### src/rtl/alu_pkg.sv
// alu_pkg: shared definitions for the ALU execute stage.
//   - ALU command encodings driven on the 3-bit cmd inputs
//   - default request tag width and the request record {cmd, a, b, tag}
package alu_pkg;

    localparam logic [2:0] ALU_ADD  = 3'd0;
    localparam logic [2:0] ALU_SUB  = 3'd1;
    localparam logic [2:0] ALU_XOR  = 3'd2;
    localparam logic [2:0] ALU_SLT  = 3'd3;
    localparam logic [2:0] ALU_AND  = 3'd4;
    localparam logic [2:0] ALU_NAND = 3'd5;
    localparam logic [2:0] ALU_NOR  = 3'd6;
    localparam logic [2:0] ALU_OR   = 3'd7;

    localparam int ALU_TAG_W = 4;

    // Request record at the default tag width. The stage declares the same
    // layout locally so that its own TAG_W parameter can resize the tag.
    typedef struct packed {
        logic [2:0]           cmd;
        logic [31:0]          a;
        logic [31:0]          b;
        logic [ALU_TAG_W-1:0] tag;
    } alu_req_t;

endpackage

### src/rtl/alu.sv
// alu: 32-bit combinational ALU.
//   a, b      : operands
//   cmd       : operation (alu_pkg command constants)
//   result    : operation result
//   carryout  : carry out of ADD / no-borrow of SUB, 0 for other commands
//   zero      : result == 0
//   overflow  : signed overflow of ADD/SUB, 0 for other commands
module alu
    import alu_pkg::*;
(
    input  logic [31:0] a,
    input  logic [31:0] b,
    input  logic [2:0]  cmd,
    output logic [31:0] result,
    output logic        carryout,
    output logic        zero,
    output logic        overflow
);

    logic        is_sub;
    logic        is_arith;
    logic [31:0] b_eff;
    logic [32:0] sum;
    logic        arith_ovf;
    logic        slt;

    // SUB is computed as a + ~b + 1, so carry out means "no borrow".
    assign is_sub   = (cmd == ALU_SUB);
    assign is_arith = (cmd == ALU_ADD) || is_sub;
    assign b_eff    = is_sub ? ~b : b;
    assign sum      = {1'b0, a} + {1'b0, b_eff} + {32'd0, is_sub};

    // Overflow: both effective operands share a sign the sum does not.
    assign arith_ovf = (a[31] == b_eff[31]) && (sum[31] != a[31]);
    assign slt       = ($signed(a) < $signed(b));

    always_comb begin
        result = 32'd0;
        case (cmd)
            ALU_ADD:  result = sum[31:0];
            ALU_SUB:  result = sum[31:0];
            ALU_XOR:  result = a ^ b;
            ALU_SLT:  result = {31'd0, slt};
            ALU_AND:  result = a & b;
            ALU_NAND: result = ~(a & b);
            ALU_NOR:  result = ~(a | b);
            ALU_OR:   result = a | b;
            default:  result = 32'd0;
        endcase
    end

    assign carryout = is_arith && sum[32];
    assign overflow = is_arith && arith_ovf;
    assign zero     = (result == 32'd0);

endmodule

### src/rtl/alu_req_fifo.sv
// alu_req_fifo: in-order request buffer with separate occupancy counter.
//   clk, reset_n : clock, synchronous active-low reset
//   flush        : synchronous discard of all entries
//   push, wdata  : write one entry (caller guarantees not full)
//   pop          : remove the head entry (caller guarantees not empty)
//   head         : current head entry (stale when level == 0)
//   level        : number of entries held, 0..DEPTH
module alu_req_fifo #(
    parameter int DEPTH = 4,
    parameter int W     = 8
) (
    input  logic                       clk,
    input  logic                       reset_n,
    input  logic                       flush,
    input  logic                       push,
    input  logic [W-1:0]               wdata,
    input  logic                       pop,
    output logic [W-1:0]               head,
    output logic [$clog2(DEPTH):0]     level
);

    localparam int PTR_W = $clog2(DEPTH);

    logic [W-1:0]     mem [DEPTH];
    logic [PTR_W-1:0] wr_ptr;
    logic [PTR_W-1:0] rd_ptr;

    // Pointers are exactly log2(DEPTH) bits, so +1 wraps modulo DEPTH.
    always_ff @(posedge clk) begin
        if (!reset_n || flush) begin
            wr_ptr <= '0;
            rd_ptr <= '0;
            level  <= '0;
        end else begin
            if (push) wr_ptr <= wr_ptr + 1'b1;
            if (pop)  rd_ptr <= rd_ptr + 1'b1;
            case ({push, pop})
                2'b10:   level <= level + 1'b1;
                2'b01:   level <= level - 1'b1;
                default: level <= level;
            endcase
        end
    end

    // Storage carries no reset: entries are only read while level != 0.
    always_ff @(posedge clk) begin
        if (reset_n && !flush && push) begin
            mem[wr_ptr] <= wdata;
        end
    end

    assign head = mem[rd_ptr];

endmodule

### src/rtl/alu_exec_stage.sv
// alu_exec_stage: registered execute stage around the 32-bit alu.
//   clk, reset_n         : clock, synchronous active-low reset (beats flush)
//   flush                : discard queued requests and the pending result
//   in_valid/in_ready    : request handshake; in_cmd, in_a, in_b, in_tag payload
//   out_valid/out_ready  : result handshake; out_result, out_carry, out_zero,
//                          out_overflow, out_tag are direct register outputs
//   level                : request FIFO occupancy
//   sticky_ovf/sticky_clr: sticky overflow status and its clear
//
// Handshakes: a transfer happens on a rising edge where valid && ready are
// both high. Valid may not depend on ready; in_ready depends only on
// registered occupancy, reset_n and flush, never on a same-cycle pop.
module alu_exec_stage
    import alu_pkg::*;
#(
    parameter int DEPTH = 4,
    parameter int TAG_W = ALU_TAG_W
) (
    input  logic                   clk,
    input  logic                   reset_n,
    input  logic                   flush,
    input  logic                   in_valid,
    output logic                   in_ready,
    input  logic [2:0]             in_cmd,
    input  logic [31:0]            in_a,
    input  logic [31:0]            in_b,
    input  logic [TAG_W-1:0]       in_tag,
    output logic                   out_valid,
    input  logic                   out_ready,
    output logic [31:0]            out_result,
    output logic                   out_carry,
    output logic                   out_zero,
    output logic                   out_overflow,
    output logic [TAG_W-1:0]       out_tag,
    output logic [$clog2(DEPTH):0] level,
    output logic                   sticky_ovf,
    input  logic                   sticky_clr
);

    localparam int LVL_W = $clog2(DEPTH) + 1;

    typedef struct packed {
        logic [2:0]       cmd;
        logic [31:0]      a;
        logic [31:0]      b;
        logic [TAG_W-1:0] tag;
    } stage_req_t;

    stage_req_t  wr_req;
    stage_req_t  head_req;
    logic        do_push;
    logic        do_load;
    logic [31:0] alu_result;
    logic        alu_carry;
    logic        alu_zero;
    logic        alu_ovf;

    assign in_ready = reset_n && !flush && (level < LVL_W'(DEPTH));
    assign do_push  = in_valid && in_ready;

    // Load whenever a request is waiting and the output register is free or
    // being drained this cycle. Flush blocks the load.
    assign do_load  = (level != '0) && (!out_valid || out_ready) && !flush;

    assign wr_req = '{cmd: in_cmd, a: in_a, b: in_b, tag: in_tag};

    alu_req_fifo #(
        .DEPTH (DEPTH),
        .W     ($bits(stage_req_t))
    ) u_fifo (
        .clk     (clk),
        .reset_n (reset_n),
        .flush   (flush),
        .push    (do_push),
        .wdata   (wr_req),
        .pop     (do_load),
        .head    (head_req),
        .level   (level)
    );

    alu u_alu (
        .a        (head_req.a),
        .b        (head_req.b),
        .cmd      (head_req.cmd),
        .result   (alu_result),
        .carryout (alu_carry),
        .zero     (alu_zero),
        .overflow (alu_ovf)
    );

    // Output register. Flush only drops valid; data keeps stale contents.
    always_ff @(posedge clk) begin
        if (!reset_n) begin
            out_valid    <= 1'b0;
            out_result   <= 32'd0;
            out_carry    <= 1'b0;
            out_zero     <= 1'b0;
            out_overflow <= 1'b0;
            out_tag      <= '0;
        end else if (flush) begin
            out_valid    <= 1'b0;
        end else if (do_load) begin
            out_valid    <= 1'b1;
            out_result   <= alu_result;
            out_carry    <= alu_carry;
            out_zero     <= alu_zero;
            out_overflow <= alu_ovf;
            out_tag      <= head_req.tag;
        end else if (out_valid && out_ready) begin
            out_valid    <= 1'b0;
        end
    end

    // Sticky overflow: a setting load beats a same-cycle clear.
    always_ff @(posedge clk) begin
        if (!reset_n) begin
            sticky_ovf <= 1'b0;
        end else if (do_load && alu_ovf) begin
            sticky_ovf <= 1'b1;
        end else if (sticky_clr) begin
            sticky_ovf <= 1'b0;
        end
    end

endmodule

### config.mk
export PLATFORM = sky130hd
export DESIGN_NAME = alu_exec_stage
export DESIGN_NICKNAME = d
export VERILOG_FILES = /design/src/rtl/alu_pkg.sv /design/src/rtl/alu.sv /design/src/rtl/alu_req_fifo.sv /design/src/rtl/alu_exec_stage.sv
export SDC_FILE = /design/constraint.sdc
export NUM_CORES = 1
export LEC_CHECK = 0
export ABC_AREA = 1
export ABC_CLOCK_PERIOD_IN_PS = 4700
export BUFFER_PORTS_ARGS = -buffer_cell sky130_fd_sc_hd__buf_2
export CORE_MARGIN = 10
export CORE_UTILIZATION = 40
export CTS_CLUSTER_SIZE = 16
export DETAILED_ROUTE_END_ITERATION = 7
export MAX_ROUTING_LAYER = met4
export PLACE_DENSITY = 0.68
export SLEW_MARGIN = 30
export SYNTH_ARGS = -nofsm -noshare
export SYNTH_HDL_FRONTEND = slang
export SYNTH_HIERARCHICAL = 1
export SYNTH_SLANG_ARGS = --single-unit
### constraint.sdc
create_clock -name clk -period 4.7 [get_ports clk]
set_input_delay 0.47 -clock clk [delete_from_list [all_inputs] [get_ports clk]]
set_output_delay 0.47 -clock clk [all_outputs]
set_load 0.1 [all_outputs]
Word-level counts from Yosys, hierarchy flattened:

Memories as Yosys holds them, arrays and structs flattened. A register that Yosys moved wholly into a read port is not among the register bits.
Cells that the tools add are included.

* add/sub/neg operators: 6
* magnitude comparators: 2
* eq/ne operators: 11
* multiplexer cells: 11
* bitwise gates (word level): 8
* reduce and logical (&&, ||, !) cells: 26

Operators with widths (number)
* $pmux 32 s7: 1
* $not 32->32: 3
* $add 32x32->33: 1
* $add 33x1->33: 1
* $and 32x32->32: 1
* $logic_not 32->1: 1
* $lt 32x32->1: 1
* $mux 32: 1
* $or 32x32->32: 1
* $xor 32x32->32: 1
* $eq 3x3->1 const B: 4
* $logic_and 1x1->1: 11
* $eq 3x2->1 const B: 2
* $mux 1: 6
* $pmux 3 s2: 1
* $reduce_bool 2->1: 3
* $add 2x1->2 const B: 2
* $mux 2: 2
* $reduce_or 2->1: 2
* $add 3x1->3 const B: 1
* $eq 3x1->1 const B: 1
* $logic_not 1->1: 3
* $logic_not 3->1: 1
* $logic_or 1x1->1: 3
* 9 further kinds: 10

* flip-flop bits (word level): 48
* bits in writable memories: 284
* input port bits: 77
* output and inout bits: 45
* logic and storage cells: 75
* memories kept: 1

Memories
* u_fifo.mem: words 4, bits a word 71, read ports 1, clocked after memory_dff 1, wr ports 1, line alu_req_fifo.sv:24 `logic [W-1:0] mem [DEPTH];`

Longest topological paths before layout:

Gate-level depths: netlist of the first run.

* depth in word-level cells: 9
* gate-level depth with buffers: 31
* depth with buffers taken out: 28

Modules after synthesis:

Netlist of the first run, hierarchy kept.

By module, submodules not included
* alu_req_fifo: times used 1, cells each 745, area an instance 10971.8 um^2, sequential area each 8708.4 um^2
* alu: times used 1, cells each 1072, area an instance 5928.2 um^2, sequential area each 0.0 um^2
* alu_exec_stage: times used 1, cells each 230, area an instance 1716.6 um^2, sequential area each 820.8 um^2

Least setup slack after synthesis of the first run:

Ideal clock, no wire load.

* path type: register -> register
* from: reg u_fifo.level[2]
* to: mem u_fifo/mem[0][0] (netlist name) (enable)
* setup time: 501 ps
* arrival time: 4083 ps
* required time: 4199 ps
* slack: 116 ps
* stages on the path, launching flop included: 5
* path buffers: 0
* period minus slack after synthesis: 4584 ps
* path through: dfxtp_1 > inv_1 > and3_1 > nand2_1 > nor2_1

* longest elaborated chain between the ends: 6

Ends and longest elaborated chain
* start, declared: line alu_req_fifo.sv:19 `output logic [$clog2(DEPTH):0] level`
* start signal, assigned: line alu_req_fifo.sv:38 `2'b10: level <= level + 1'b1;`
* start signal, assigned: line alu_req_fifo.sv:39 `2'b01: level <= level - 1'b1;`
* start signal, assigned: line alu_req_fifo.sv:40 `default: level <= level;`
* $lt 3x3->1: line alu_exec_stage.sv:58 `assign in_ready = reset_n && !flush && (level < LVL_W'(DEPTH));`
* $logic_and 1x1->1: line alu_exec_stage.sv:58
* $logic_and 1x1->1: line alu_exec_stage.sv:59 `assign do_push = in_valid && in_ready;`
* net do_push: line alu_exec_stage.sv:51 `logic do_push;`
* $logic_and 1x1->1: line alu_req_fifo.sv:47 `if (reset_n && !flush && push) begin`
* $mux 1: line alu_req_fifo.sv:47
* $mux 1 (not written as such): line alu_req_fifo.sv:48 `mem[wr_ptr] <= wdata;`
* end, declared: line alu_req_fifo.sv:24

The timed path passes the listed nets, and every way through them passes these cells.

==> results.md, run 1 <==
Run status:
- The run finished with clean final reports.

Place:
- The wire-length estimate of the detail-placed layout is 37500 um.
- In this run the tool buffered the top-level ports with 121 buffer cells.
- The placed instance area is 19900 um^2.
- Routability-driven placement finished with a final weighted congestion of 1.01.

Die:
- The floorplan step set the die height to 236 um.
- The die is 236 um wide.
- The die covers 55600 um^2.
- The starting density of the core is 40.8%.
- The total core area is 45700 um^2.
- The floorplan has 78 rows.
- The number of ports placed on the die boundary is 122.

Timing:
- The pin slew with the least headroom to its limit is 0.807 ns.
- The upper clock frequency limit is 0.233 GHz.
- The worst pin sits at a relative slew slack of 44.8%.
- The time the final worst path needs with I/O delays and setup is 4.29 ns.
- In the final timing run, aggregate negative setup slack is 0 ns.
- The final count of pins violating max slew is 0.
- The hold violation total from the final report is 0.
- The share of the cycle needed by the critical path after routing is 91.3%.
- The largest clock skew in the final design is 0.0217 ns.
- The count of final setup violators is 0.
- Setup repair after global routing left no endpoint under its margin.

CTS:
- The number of hold-repair buffers added at the cts stage is 0.
- After clock tree synthesis, the clock-pin slew on the worst setup and hold paths is 0.06 ns.
- The number of setup buffers added after CTS is 0.
- The maximum buffer depth of the clock tree is 3.
- Once the clock tree was built, the resizer swapped 0 gates to a different size.
- The CTS H-tree depth is 2.
- Clock latency on the worst-skew pair, taken at its later pin, is 0.56 ns.
- The cell sitting at the root of the clock tree is a sky130_fd_sc_hd__clkbuf_16.
- The CTS buffer count is 37.
- CTS saw 334 sinks.
- The clock tree from TritonCTS is built.

Final layout:
- In the final layout, flip-flops and latches occupy 9530 um^2.
- The top cell types in the final layout, fill and taps aside, are 343 x sky130_fd_sc_hd__nand2_1, 326 x sky130_fd_sc_hd__nor2_1, 284 x sky130_fd_sc_hd__edfxtp_1.
- The layout filler cell count is 4399.
- Leaving out fill and tap cells, the most frequent cell in the layout is sky130_fd_sc_hd__nand2_1.
- The total number of nets in the final design is 2377.
- The ratio of cells with drive above 1 in the final layout is 10.9%.
- In the final layout, the multi-input gates occupy 7660 um^2.
- After routing the design area is 21100 um^2.
- From synthesis to final layout, the design area changed by 13.6%.

Critical path:
- In this run the worst path has a maximum fanout of 35.
- The worst setup path is launched from a flip-flop.
- The kind of capture point of the worst setup path is a flip-flop.
- For the worst setup path, the data required time is 5.19 ns.
- The data arrival at the endpoint of the critical path is 4.78 ns.
- The critical path class is reg -> reg.

Power:
- For this design the static power due to leakage is 9.07 nW.
- The worst-case vdd ir drop is 312 uV.
- The power per standard cell area is 322 nW/um^2.

Route:
- The first routing iteration left 1302 violations.
- The via count is 14400.
- Dividing the detail-routed via count by the number of cells gives 5.16.
- The residual antenna-violating net count after detailed routing is 0.
- After detailed routing, the number of remaining DRC violations is 0.
- The first detailed-routing pass took 6 iterations.
- Dividing the detail-routed wire length by the instance count gives 18.7 um.
- The aggregate routed wire length is 52200 um.

Synthesis:
- Sequential cells were found to cover 51.2% of the synthesized design area.
- The average cell area after synthesis is 9.09 um^2.
- Summing every instance area after synthesis gives 18600 um^2.
- The post-synthesis net count is 2259.
- The number of warning messages in the yosys log is 6.
- The number of instances in the synthesized netlist is 2047.
- The number of flops mapped to enable cells by yosys is 284.
- After synthesis, the share of flip-flops with an asynchronous set or reset is 0%.
- The total of flip-flops plus latches after synthesis is 334.
- The prevailing post-synth register cell is sky130_fd_sc_hd__edfxtp_1.
- The synthesized netlist contains 48 unique library cells.

Global route:
- Entering global routing, the biggest net connects 83 pins.
- Global routing used 18.7% of the available tracks.
- The sum of overflow across all layers after global routing is 0.
- The number of antenna violations at the first check in global routing was 4.
- The first global-routing pass estimated 80500 um of wire.
- The number of global-route vias before repair is 14000.

Min path:
- The type of the tightest min-delay check is in -> reg.

Flow run:
- The number of maximum-capacitance constraint violations is 0.
cells in the mapped netlist (all sizes together), types with 2 or more instances:
master | count | area (um^2)
nor3 | 12 | 60.1
edfxtp | 284 | 8530
a2111oi | 5 | 46.3
mux2i | 3 | 30.0
nand3b | 39 | 293
a21oi | 68 | 344
inv | 259 | 977
dfxtp | 50 | 1000
a211oi | 11 | 82.6
a21boi | 4 | 30.0
buf | 50 | 363
o21ai | 178 | 891
nor2 | 330 | 1240
o2111ai | 2 | 17.5
o211ai | 12 | 90.1
nand3 | 73 | 385
nand2 | 347 | 1310
o22ai | 78 | 488
fa | 2 | 40.0
ha | 133 | 1660
a221oi | 4 | 35.0
clkbuf | 32 | 129
a21o | 3 | 22.5
o21bai | 2 | 15.0
xor2 | 40 | 350
o221ai | 3 | 26.3
nand4 | 12 | 75.1
o21a | 3 | 22.5
and2 | 2 | 12.5
sequential cells by signal, summed over array words and instances, names as in the netlist, named ones only:
register,count
u_fifo/mem,284
out_result,32
out_tag,4
u_fifo/level,3
u_fifo/rd_ptr,2
u_fifo/wr_ptr,2
out_carry,1
out_overflow,1
out_valid,1
out_zero,1
sticky_ovf,1
per-stage QoR:
step | power [mW] | instances | setup slack, ns | hold WS, ns | util, %
after global placement | 4.00 | 2726 | 0.611 | 0.450 | 43.6
after floorplan | 3.80 | 2047 | 0.116 | 0.412 | -
after CTS | 6.89 | 2790 | 0.534 | 0.0898 | 46.3
after global routing | 7.09 | 2793 | 0.0393 | 0.113 | 46.3
after detailed placement | 4.01 | 2726 | 0.587 | 0.452 | 43.6
final | 6.82 | 2793 | 0.410 | 0.118 | 46.3
cell type report:
type | instances | area share, %
sequential | 334 | 45.1
multi-input combinational | 1372 | 36.2
timing repair buffer | 161 | 4.76
inverter | 259 | 4.62
clock buffer | 41 | 4.50
tap | 600 | 3.55
clock inverter | 23 | 1.21
antenna | 3 | 0.0355
logic make-up after synthesis:
| group | synth area share, % |
|---|---|
| xor+xnor | 1.88 |
| fa+ha+maj | 9.15 |
| mux | 0.161 |
| buf+inv | 7.89 |
| simple gates | 18.2 |
| compound gates | 11.5 |
| flops | 51.2 |
metal layers:
layer / vias to the layer above / track usage, % / share of wire [%]
met5: - / - / 0
met4: 0 / 6.53 / 3.2
met3: 85 / 3.65 / 7.2
met2: 471 / 27.9 / 44
met1: 6701 / 24.9 / 46
li1: 7143 / - / -
report_power, final:
group | internal (mW) | switching, mW
logic | 0.196 | 0.511
clock network | 1.69 | 1.17
registers | 3.24 | 0.0120
critical path, stage by stage, from the launching register on:
cell                       delay [ns]
sky130_fd_sc_hd__dfxtp_2         0.45
sky130_fd_sc_hd__buf_4           0.43
sky130_fd_sc_hd__o21ai_0         0.16
sky130_fd_sc_hd__o22ai_1         0.42
sky130_fd_sc_hd__inv_1           0.17
sky130_fd_sc_hd__ha_1            0.34
sky130_fd_sc_hd__o21ai_0         0.32
sky130_fd_sc_hd__nand2_1         0.10
sky130_fd_sc_hd__nand2_1         0.08
sky130_fd_sc_hd__nand2_1         0.04
sky130_fd_sc_hd__nand2_1         0.13
sky130_fd_sc_hd__nand2_1         0.07
sky130_fd_sc_hd__nand2_1         0.15
sky130_fd_sc_hd__nand2_1         0.10
sky130_fd_sc_hd__nand2_1         0.06
sky130_fd_sc_hd__nand2_1         0.04
sky130_fd_sc_hd__nand3_1         0.08
sky130_fd_sc_hd__nand2_1         0.06
sky130_fd_sc_hd__nand2_1         0.17
sky130_fd_sc_hd__nand2_1         0.07
sky130_fd_sc_hd__nor2_1          0.20
sky130_fd_sc_hd__nand3_1         0.16
sky130_fd_sc_hd__nor2_1          0.11
sky130_fd_sc_hd__nand3b_1        0.11
sky130_fd_sc_hd__nand2_1         0.05
sky130_fd_sc_hd__nor2_1          0.08
worst paths after layout:
kind                start                 to  slack (ns)  cells after the start
min              in_a[31]  u_fifo/mem[0][67]        0.12                      1
max reg2reg     flip-flop           out_zero        0.41                     25
max             flip-flop           out_zero        0.41                     25
min reg2reg  out_overflow       out_overflow        0.47                      2
No activity file was read; power rests on OpenSTA's default activity.
==> run 2, diff against run 1 <==
- CORE_ASPECT_RATIO: default -> 0.6
- CTS_BUF_LIST: default -> sky130_fd_sc_hd__clkbuf_2 sky130_fd_sc_hd__clkbuf_4 sky130_fd_sc_hd__clkbuf_8
- PLACE_DENSITY: 0.68 -> default
==> results.md, run 2 (synthesis gave the netlist of run 1 again) <==
CTS:
- The CTS H-tree depth was 2 (unchanged).
- The clock latency of the later-clocked register in the worst-skew pair came to 0.61 ns (was 0.56 ns).
- The maximum buffer depth of the clock tree is 3 (unchanged).
- The CTS buffer count is 50 (was 37).
- The clock edge transition at the registers on the reported setup and hold paths is 0.07 ns (was 0.06 ns).
- The clock tree from TritonCTS is built (unchanged).
- The clock sink count was 334 (unchanged).
- The CTS root buffer is sky130_fd_sc_hd__clkbuf_8 (was sky130_fd_sc_hd__clkbuf_16).

Timing:
- The hold violation total from the final report is 0 (unchanged).
- The upper clock frequency limit is 0.230 GHz (was 0.233 GHz).
- The share of the cycle needed by the critical path after routing is 92.4% (was 91.3%).
- The relative max-transition margin is 37.4% (was 44.8%).
- The worst-case setup margin in the final layout was 0.357 ns (was 0.410 ns).
- The count of final setup violators was 0 (unchanged).
- The time the final worst path needs with I/O delays and setup is 4.34 ns (was 4.29 ns).
- The largest clock skew in the final design is 0.0282 ns (was 0.0217 ns).
- Setup repair after global routing missed its margin: false (unchanged).
- The total negative slack is 0 ns (unchanged).
- The final count of pins violating max slew is 0 (unchanged).
- The pin slew with the least headroom to its limit came to 0.915 ns (was 0.807 ns).

Final layout:
- The area used by sequential logic in the layout is 9530 um^2 (unchanged).
- The ratio of cells with drive above 1 in the final layout was 13.1% (was 10.9%).
- The number of flip-flops in the largest register was 284 (unchanged).
- The multi-input gate area in the final layout was 7690 um^2 (was 7660 um^2).
- The total number of nets in the final design was 2404 (was 2377).
- Registers with the highest flip-flop counts: u_fifo/mem x284, out_result x32, out_tag x4 (unchanged).
- The final core utilization was 46.0% (was 46.3%).
- Highest-count cells in the layout ignoring fill and taps: 342 x sky130_fd_sc_hd__nand2_1, 326 x sky130_fd_sc_hd__nor2_1, 284 x sky130_fd_sc_hd__edfxtp_1 (was 343 x sky130_fd_sc_hd__nand2_1, 326 x sky130_fd_sc_hd__nor2_1, 284 x sky130_fd_sc_hd__edfxtp_1).
- The most flop-heavy register is u_fifo/mem (unchanged).
- The most frequent standard cell in the layout excluding fill and tap cells is sky130_fd_sc_hd__nand2_1 (unchanged).
- The area added between synthesis and finish is 14.0% (was 13.6%).
- The layout filler cell count is 4419 (was 4399).

Global route:
- The total global routing track utilization is 19.5% (was 18.7%).
- The number of global-route vias before repair is 14200 (was 14000).
- The number of antenna violations at the first check in global routing is 3 (was 4).
- The global-route wire length before repair is 83700 um (was 80500 um).
- The sum of overflow across all layers after global routing is 0 (unchanged).
- The pin count of the biggest net entering global routing is 72 (was 83).

Die:
- The total core area is 46200 um^2 (was 45700 um^2).
- The die outline height is 187 um (was 236 um).
- The site row count is 61 (was 78).
- The starting density of the core is 40.3% (was 40.8%).
- The die outline area is 55900 um^2 (was 55600 um^2).
- The number of ports placed on the die boundary is 122 (unchanged).
- The width of the die is 299 um (was 236 um).

Route:
- The total DRC errors in the routed layout was 0 (unchanged).
- The ratio of routed vias to standard cells is 5.14 (was 5.16).
- The average detailed-routed wire length per instance was 19.1 um (was 18.7 um).
- The aggregate routed wire length is 54700 um (was 52200 um).
- The residual antenna-violating net count after detailed routing is 0 (unchanged).
- The number of DRC violations after detailed-routing iteration 0 is 1431 (was 1302).
- The via count is 14700 (was 14400).
- The detailed-routing iteration count for the pre-antenna-repair pass is 5 (was 6).

Critical path:
- The most common cell type on the critical path was sky130_fd_sc_hd__nand2_1 (unchanged).
- The cell at the slowest stage of the critical path is sky130_fd_sc_hd__o22ai_1 (was sky130_fd_sc_hd__dfxtp_2).
- The kind of capture point of the worst setup path is a flip-flop (unchanged).
- The data arrival at the endpoint of the critical path was 4.88 ns (was 4.78 ns).
- The required arrival time at the worst endpoint is 5.24 ns (was 5.19 ns).
- The critical path class is reg -> reg (unchanged).
- The highest net fanout along the worst path is 58 (was 35).
- The nature of the critical path startpoint is a flip-flop (unchanged).
- The internal reg-to-reg setup slack is 0.36 ns (was 0.41 ns).
- The delay of the slowest cell on the worst path is 0.42 ns (was 0.45 ns).

Power:
- The leakage power figure is 9.15 nW (was 9.07 nW).
- The overall power of the completed layout is 6.68 mW (was 6.82 mW).
- The power per standard cell area was 315 nW/um^2 (was 322 nW/um^2).
- The worst-case vdd ir drop is 277 uV (was 312 uV).

Place:
- The pre-CTS worst setup slack is 0.0352 ns (was 0.587 ns).
- The placed wire-length estimate after detailed placement is 39600 um (was 37500 um).
- The count of buffers from port buffering came to 121 (unchanged).
- The global placer's final weighted congestion is 0.970 (was 1.01).

Min path:
- The startpoint of the most critical hold path is in_b[18] (was in_a[31]).
- The type of the tightest min-delay check is in -> reg (unchanged).

Run status:
- Run status: finished, final reports clean (unchanged).

Flow run:
- The number of maximum-capacitance constraint violations was 0 (unchanged).
==> run 2: power breakdown <==
group	internal, mW	switching, mW
combinational	0.201	0.527
clock	1.55	1.15
sequential	3.24	0.0130
total	4.99	1.69
==> run 2: final timing paths <==
check / endpoint / depth (start not counted)
hold reg to reg: sticky_ovf / 2
setup reg to reg: out_zero / 26
hold / removal: u_fifo/mem[2][22] / 1
setup / recovery: out_zero / 26
==> run 2: worst max-delay path, delay by kind of cell (launching register included) <==
family,cells,cell delay [ns]
compound gates,3,0.80
buf+inv,3,0.75
fa+ha+maj,1,0.33
flops,1,0.41
simple gates,19,1.88
==> run 2: area by class of cell <==
class,count,area share (%)
sequential,334,44.9
tap,630,3.71
multi-input combinational,1372,36.2
clock buffer,77,4.43
inverter,259,4.60
clock inverter,16,0.967
antenna,2,0.0236
timing repair buffer,175,5.12
==> run 2: timing repair <==
item,CTS,global route
hold buffers,0,0
buffers inserted,0,0
setup endpoints to repair,1,1
pin swaps,0,0
gates resized for setup,1,7
==> run 2: per-layer routing <==
metal | GRT usage, % | part of all wire, % | up-vias
met5 | - | 0 | -
met3 | 5.09 | 9.0 | 61
li1 | - | - | 7192
met4 | 3.28 | 1.1 | 0
met1 | 29.8 | 52 | 6955
met2 | 25.2 | 38 | 526
==> run 2: through the flow <==
stage	instances	hold slack, ns	instance area, um^2
2_1_floorplan	2047	0.412	18600
3_3_place_gp	2770	0.449	20000
3_5_place_dp	2770	0.452	20000
4_1_cts	2863	0.0238	21200
5_1_grt	2864	0.0214	21200
6_report	2865	0.0679	21200
